## config.mk

```make
export PLATFORM = sky130hd
export DESIGN_NAME = trap_arbiter
export DESIGN_NICKNAME = d
export VERILOG_FILES = /design/src/rtl/trap_arbiter.sv
export SDC_FILE = /design/constraint.sdc
export NUM_CORES = 1
export LEC_CHECK = 0
export CORE_UTILIZATION = 32
export DETAILED_ROUTE_END_ITERATION = 6
export PLACE_DENSITY = 0.81
export SLEW_MARGIN = 20
export SYNTH_ARGS = -nofsm -noshare
export SYNTH_HDL_FRONTEND = slang
export SYNTH_SLANG_ARGS = --single-unit
export TNS_END_PERCENT = 30
```

## constraint.sdc

```tcl
create_clock -name clk -period 1.5 [get_ports clk]
set_input_delay 0.15 -clock clk [delete_from_list [all_inputs] [get_ports clk]]
set_output_delay 0.15 -clock clk [all_outputs]
set_load 0.05 [all_outputs]
```

## src/rtl/trap_arbiter.sv

```systemverilog
// trap_arbiter: picks one trap request from the ID/EX/MEM stages by priority.
// The registered trap_status code is held until the trap controller finishes
// its pre-trap handling, then released to TRAP_NONE for at least one cycle.
// Optional feature macro: TRAP_WATCHDOG_EN. When defined, a BUSY watchdog
// aborts a trap that the controller never completes.
module trap_arbiter #(
  parameter int XLEN            = 32,
  parameter int WATCHDOG_CYCLES = 64
) (
  input  logic            clk,
  input  logic            reset,
  input  logic [XLEN-1:0] ID_pc,
  input  logic [XLEN-1:0] EX_pc,
  input  logic [XLEN-1:0] MEM_pc,
  input  logic            ID_ecall,
  input  logic            ID_ebreak,
  input  logic            ID_mret,
  input  logic            ID_fencei,
  input  logic            EX_misaligned_instruction,
  input  logic            MEM_misaligned_load,
  input  logic            MEM_misaligned_store,
  input  logic            trap_done,
  input  logic            pth_done_flush,
  input  logic            debug_mode,
  output logic [2:0]      trap_status,
  output logic            trap_busy,
  output logic [XLEN-1:0] trap_pc,
  output logic            trap_timeout
);

  // Trap codes shared with the trap controller.
  localparam logic [2:0] TRAP_NONE             = 3'd0;
  localparam logic [2:0] TRAP_ECALL            = 3'd1;
  localparam logic [2:0] TRAP_EBREAK           = 3'd2;
  localparam logic [2:0] TRAP_MRET             = 3'd3;
  localparam logic [2:0] TRAP_FENCEI           = 3'd4;
  localparam logic [2:0] TRAP_MISALIGNED_INSTR = 3'd5;
  localparam logic [2:0] TRAP_MISALIGNED_LOAD  = 3'd6;
  localparam logic [2:0] TRAP_MISALIGNED_STORE = 3'd7;

  typedef enum logic [1:0] {
    IDLE,
    BUSY,
    FLUSH,
    PULSE
  } state_t;

  state_t          state;
  logic            sel_valid;
  logic [2:0]      sel_code;
  logic [XLEN-1:0] sel_pc;
  logic            wd_expire;

  // Priority pick among the raw requests; in debug mode only MRET may win.
  always_comb begin
    sel_valid = 1'b1;
    sel_code  = TRAP_NONE;
    sel_pc    = ID_pc;
    if (debug_mode) begin
      if (ID_mret) begin
        sel_code = TRAP_MRET;
      end else begin
        sel_valid = 1'b0;
      end
    end else if (MEM_misaligned_store) begin
      sel_code = TRAP_MISALIGNED_STORE;
      sel_pc   = MEM_pc;
    end else if (MEM_misaligned_load) begin
      sel_code = TRAP_MISALIGNED_LOAD;
      sel_pc   = MEM_pc;
    end else if (EX_misaligned_instruction) begin
      sel_code = TRAP_MISALIGNED_INSTR;
      sel_pc   = EX_pc;
    end else if (ID_ebreak) begin
      sel_code = TRAP_EBREAK;
    end else if (ID_ecall) begin
      sel_code = TRAP_ECALL;
    end else if (ID_mret) begin
      sel_code = TRAP_MRET;
    end else if (ID_fencei) begin
      sel_code = TRAP_FENCEI;
    end else begin
      sel_valid = 1'b0;
    end
  end

`ifdef TRAP_WATCHDOG_EN
  localparam int WD_W = $clog2(WATCHDOG_CYCLES) + 1;
  localparam logic [WD_W-1:0] WD_LAST = WD_W'(WATCHDOG_CYCLES - 1);

  logic [WD_W-1:0] wd_count;
  logic            timeout_q;

  assign wd_expire    = (wd_count == WD_LAST);
  assign trap_timeout = timeout_q;

  // Count BUSY cycles; the count sits at zero whenever a trap is not pending.
  always_ff @(posedge clk or posedge reset) begin
    if (reset) begin
      wd_count  <= '0;
      timeout_q <= 1'b0;
    end else begin
      timeout_q <= (state == BUSY) && !trap_done && wd_expire;
      if (state == BUSY) begin
        wd_count <= wd_count + 1'b1;
      end else begin
        wd_count <= '0;
      end
    end
  end
`else
  logic unused_wd_cfg;

  assign unused_wd_cfg = ^WATCHDOG_CYCLES;
  assign wd_expire     = 1'b0;
  assign trap_timeout  = 1'b0;
`endif

  // Ownership FSM: capture in IDLE, hold through handling, release to NONE.
  always_ff @(posedge clk or posedge reset) begin
    if (reset) begin
      state       <= IDLE;
      trap_status <= TRAP_NONE;
      trap_busy   <= 1'b0;
      trap_pc     <= '0;
    end else begin
      unique case (state)
        IDLE: begin
          if (sel_valid) begin
            trap_status <= sel_code;
            trap_pc     <= sel_pc;
            trap_busy   <= 1'b1;
            state       <= (sel_code == TRAP_FENCEI) ? PULSE : BUSY;
          end
        end
        BUSY: begin
          if (trap_done && pth_done_flush) begin
            state <= FLUSH;
          end else if (trap_done || wd_expire) begin
            state       <= IDLE;
            trap_status <= TRAP_NONE;
            trap_busy   <= 1'b0;
            trap_pc     <= '0;
          end
        end
        FLUSH, PULSE: begin
          state       <= IDLE;
          trap_status <= TRAP_NONE;
          trap_busy   <= 1'b0;
          trap_pc     <= '0;
        end
        default: begin
          state       <= IDLE;
          trap_status <= TRAP_NONE;
          trap_busy   <= 1'b0;
          trap_pc     <= '0;
        end
      endcase
    end
  end

endmodule

```

; ---- Word level (Yosys, flattened, before mapping)
; Index checks and enable logic that the tools add are counted.
[totals]
elab_cells = 56
reg_bits = 38
[op_classes]
reduce_logical = 5
n_mux = 39
n_eq_ne = 8
[ops]
columns = cell, n
row1 = 2-to-1 mux 32 bit, 7
row2 = one-hot mux 32 bit (3 select lines), 1
row3 = 2-to-1 mux 3 bit, 11
row4 = 2-to-1 mux 1 bit, 12
row5 = 2-to-1 mux 2 bit, 5
row6 = one-hot mux 3 bit (3 select lines), 1
row7 = != test 2 bit (second input constant), 3
row8 = one-hot mux 2 bit (3 select lines), 1
row9 = equality test 2 bit (second input constant), 2
row10 = equality test 3 bit (second input constant), 1
row11 = != test 3 bit (second input constant), 1
row12 = one-hot mux 1 bit (3 select lines), 1
row13 = AND reduction 3 bit, 1
row14 = equality test 2 x 1 -> 1 bit (second input constant), 1
row15 = zero test 2 bit, 1
row16 = AND reduction 2 bit, 1
row17 = OR reduction 2 bit, 1
row18 = logical AND 1 bit, 1

; ---- Logic depth before layout (Yosys ltp)
[depth]
ltp_word = 12
mapped_depth = 6
mapped_depth_nobuf = 4

; ---- Least setup slack after synthesis
; No wires, ideal clock.
[synth_timing]
path_type = register to register
from = reg state[1]
to = reg trap_pc[22]
required_ps = 1433
path_buffers = 2
path_stages_with_launch = 6
arrival_ps = 1403
setup_slack_ps = 30
path_cell_list = dfrtp_1 -> nor3_1 -> and2_1 -> clkbuf_1 -> clkbuf_1 -> a22o_1
[synth_via]
elab_chain_cells = 3
elab_cells_between_ends = 10
cone_classes = 6 x eq/ne / 1 x mux / 3 x reduce/logical
[synth_lines]
columns = item, line
row1 = from (decl), 48  ; state_t state;
row2 = from (signal assigned), 133  ; state <= (sel_code == TRAP_FENCEI) ? PULSE : BUSY;
row3 = equality test 2 bit (tied with other cells), 127  ; unique case (state)
row4 = OR reduction 2 bit / != test 2 bit (equally long branches), -
row5 = one-hot mux 32 bit (3 select lines) / AND reduction 3 bit (equally long branches), -
row6 = to (signal assigned), 131  ; trap_pc <= sel_pc;
row7 = to (decl), 27  ; output logic [XLEN-1:0] trap_pc,
; Parallel ways exist; a longest one is shown, timed or not.
; A chain may end at the register's enable or synchronous reset.

; ---- Worst setup path in the final report
[layout_timing]
from = reg state[0]
to = reg trap_pc[17]
; The elaborated chain is that of the path after synthesis.

==> out/summary.txt <==
Final WS setup: 0.02433 ns
# diodes: 0
Final Cycle Share: 98.38%
HPWL after DPL: 5378 um
critical path peak fanout: 9
dominant cells by area after synthesis: dfrtp_1 (44%), o2bb2ai_1 (8.2%), o22a_1 (7.8%), o21ai_0 (6.5%), a22o_1 (6.1%)
DR WL/cell: 16.88 um
core box area: 0.006386 mm2
clk sinks: 38
Synth Register Bits: 38
WP data arrival: 1.68 ns
largest area contributor in the netlist: dfrtp_1
GRT overflow: 0
Mapped Nets: 311
Total Wirelength: 7513 um
total power: 6945 uW
Power Density: 1739 mW/mm2
CTS Buffer Depth: 2
routed vias: 2395
hold crit path type: input pin to async pin
RePlAce Congestion: 0.8352
number of synthesized flops with an enable pin: 0
Data required, critical path: 1.71 ns
Setup Skew: 0.005400 ns
most common cell in the synthesized netlist: dfrtp_1
num ports: 145
pre-CTS setup slack: -0.4360 ns
Syn Inst Count: 203
die area: 0.007021 mm2
minimum clock period: 1.476 ns
first-pass GRT wire length: 12050 um
yosys warns: 0
Total GRT Usage: 21.56%
crit start category: register
largest net degree at the start of global routing: 39
Area growth, synth to finish: 86.56%
status: complete, no violations
asr flop ratio synth: 100.0%
ys flop type: dfrtp_1
number of detailed-route iterations in the first pass: 6
Clk Latency, worst-skew pair: 0.28 ns
Fmax: 677.7 MHz
drt drc: 0
CTS tree: yes
Hold Fails Final Rpt: 0
# Max-Cap Violations: 0
max-slew violations: 0
row count: 29
Finished Cell Area: 0.003994 mm2
proportion of layout cells with a drive suffix above 1: 25.54%
initial antenna violation count: 0
Initial DRC Count: 63
CTS clk-pin slew, worst paths: 0.07 ns
ANT nets after route: 0
most instantiated cells after synthesis: dfrtp_1 (38), o21ai_0 (28), o2bb2ai_1 (20), o22a_1 (19), o22ai_1 (19)
Lkg Pwr: 0.001698 uW
top cell type's share of synthesized area: 44.42%
CP Class: register to register
CTS buffer count: 5
Min Hold Slack: 0.2016 ns
vias per cell: 5.382
Mapped Area: 0.002141 mm2
die height: 83.79 um
Initial Utilization: 33.52%
Yosys cell types: 31
RSZ-0062 raised after global routing: yes
Final setup viols: 0
Die W: 83.79 um
H-Tree Depth: 2
Mean Syn Cell Area: 10.55 um2
IO Port Bufs: 143
crit end category: register
CTS root buffer: clkbuf_8
maximum VDD drop: 983.9 uV
nets@finish: 475
sequential share of the synthesized area: 44.42%
Placement Cell Area: 0.003701 mm2
vias in the first global route: 2540
==> final cells by class <==
cell class	count	area [um2]
multi-input cells	142	1141
well taps	77	96.34
inverters	3	11.26
repair buffers	177	1703
clock buffers	7	86.33
clock inverters	1	5.005
flip-flops and latches	38	950.9
fillers	556	2392
==> cells in the final DEF (no fill, tap or decap), types with 2 or more instances in the layout <==
master / count
inv_1: 2
buf_12: 5
clkbuf_8: 6
buf_8: 3
o22ai_1: 19
buf_4: 57
dfrtp_1: 38
nor2_1: 3
clkdlybuf4s50_1: 100
o2bb2ai_2: 7
nor3_1: 3
nand2_1: 3
o22a_1: 19
a22o_1: 15
mux2i_1: 13
buf_6: 3
o2bb2ai_1: 13
nor2_4: 2
dlygate4sd2_1: 6
o21ai_0: 28
==> routing by layer <==
layer	global-route usage (%)	share of wire, %	vias up
met5	0	0	-
met4	6.317	1.3	0
met3	5.737	7.5	11
met2	40.35	53	117
met1	23.64	38	1132
li1	-	-	1135
==> worst max-delay path, cell delays in order (launching register included) <==
cell	delay, ns
dfrtp_1	0.44
nor2b_4	0.16
a221oi_4	0.36
buf_6	0.19
buf_8	0.13
o2bb2ai_1	0.12
==> state kept, by name, indices dropped and copies added (netlist names) <==
name         cells
trap_status      3
trap_busy        1
trap_pc         32
state            2
==> through the flow <==
stage          util [%]  cells  TNS [ns]
2_1_floorplan         -    203         0
3_3_place_gp      57.95    425    -12.86
3_5_place_dp      57.95    425    -15.06
4_1_cts           60.83    441         0
5_1_grt           62.54    445   -0.8028
6_report          62.54    445         0
==> worst paths after layout <==
kind                       startpoint          end  slack (ns)  cells past startpoint
setup / recovery             state[0]  trap_pc[17]        0.02                      5
hold / removal                  reset   trap_pc[5]        0.20                      3
setup reg to reg             state[0]  trap_pc[17]        0.02                      5
hold reg to reg             trap_busy    trap_busy        0.48                      1
max in group asynchronous       reset  trap_pc[18]        1.11                      3
min in group clk            trap_busy    trap_busy        0.48                      1
==> power by group <==
group | internal, uW | leakage [uW] | total (uW) | switching [uW]
registers | 1500 | 0.000480 | 1830 | 323
clock network | 371 | 0.0000482 | 711 | 340
logic | 1760 | 0.00117 | 4410 | 2640
==> logic make-up after synthesis <==
| kind of cell | count (synthesis) | share of synthesized area (%) |
|---|---|---|
| AND/OR/NAND/NOR | 20 | 5.904 |
| flip-flops | 38 | 44.42 |
| AO/OA/AOI/OAI | 108 | 37.64 |
| buffers and inverters | 23 | 5.786 |
| multiplexers | 13 | 6.078 |
| other | 1 | 0.1752 |
==> what timing repair did <==
item | CTS | global route
endpoints found under the setup margin | 37 | 36
pin swaps | 3 | 9
gates cloned | 3 | 1
gates resized for setup | 20 | 12
hold buffers | 0 | 0
setup buffers | 5 | 3
Note: power is estimated with default switching activity, not from simulation.
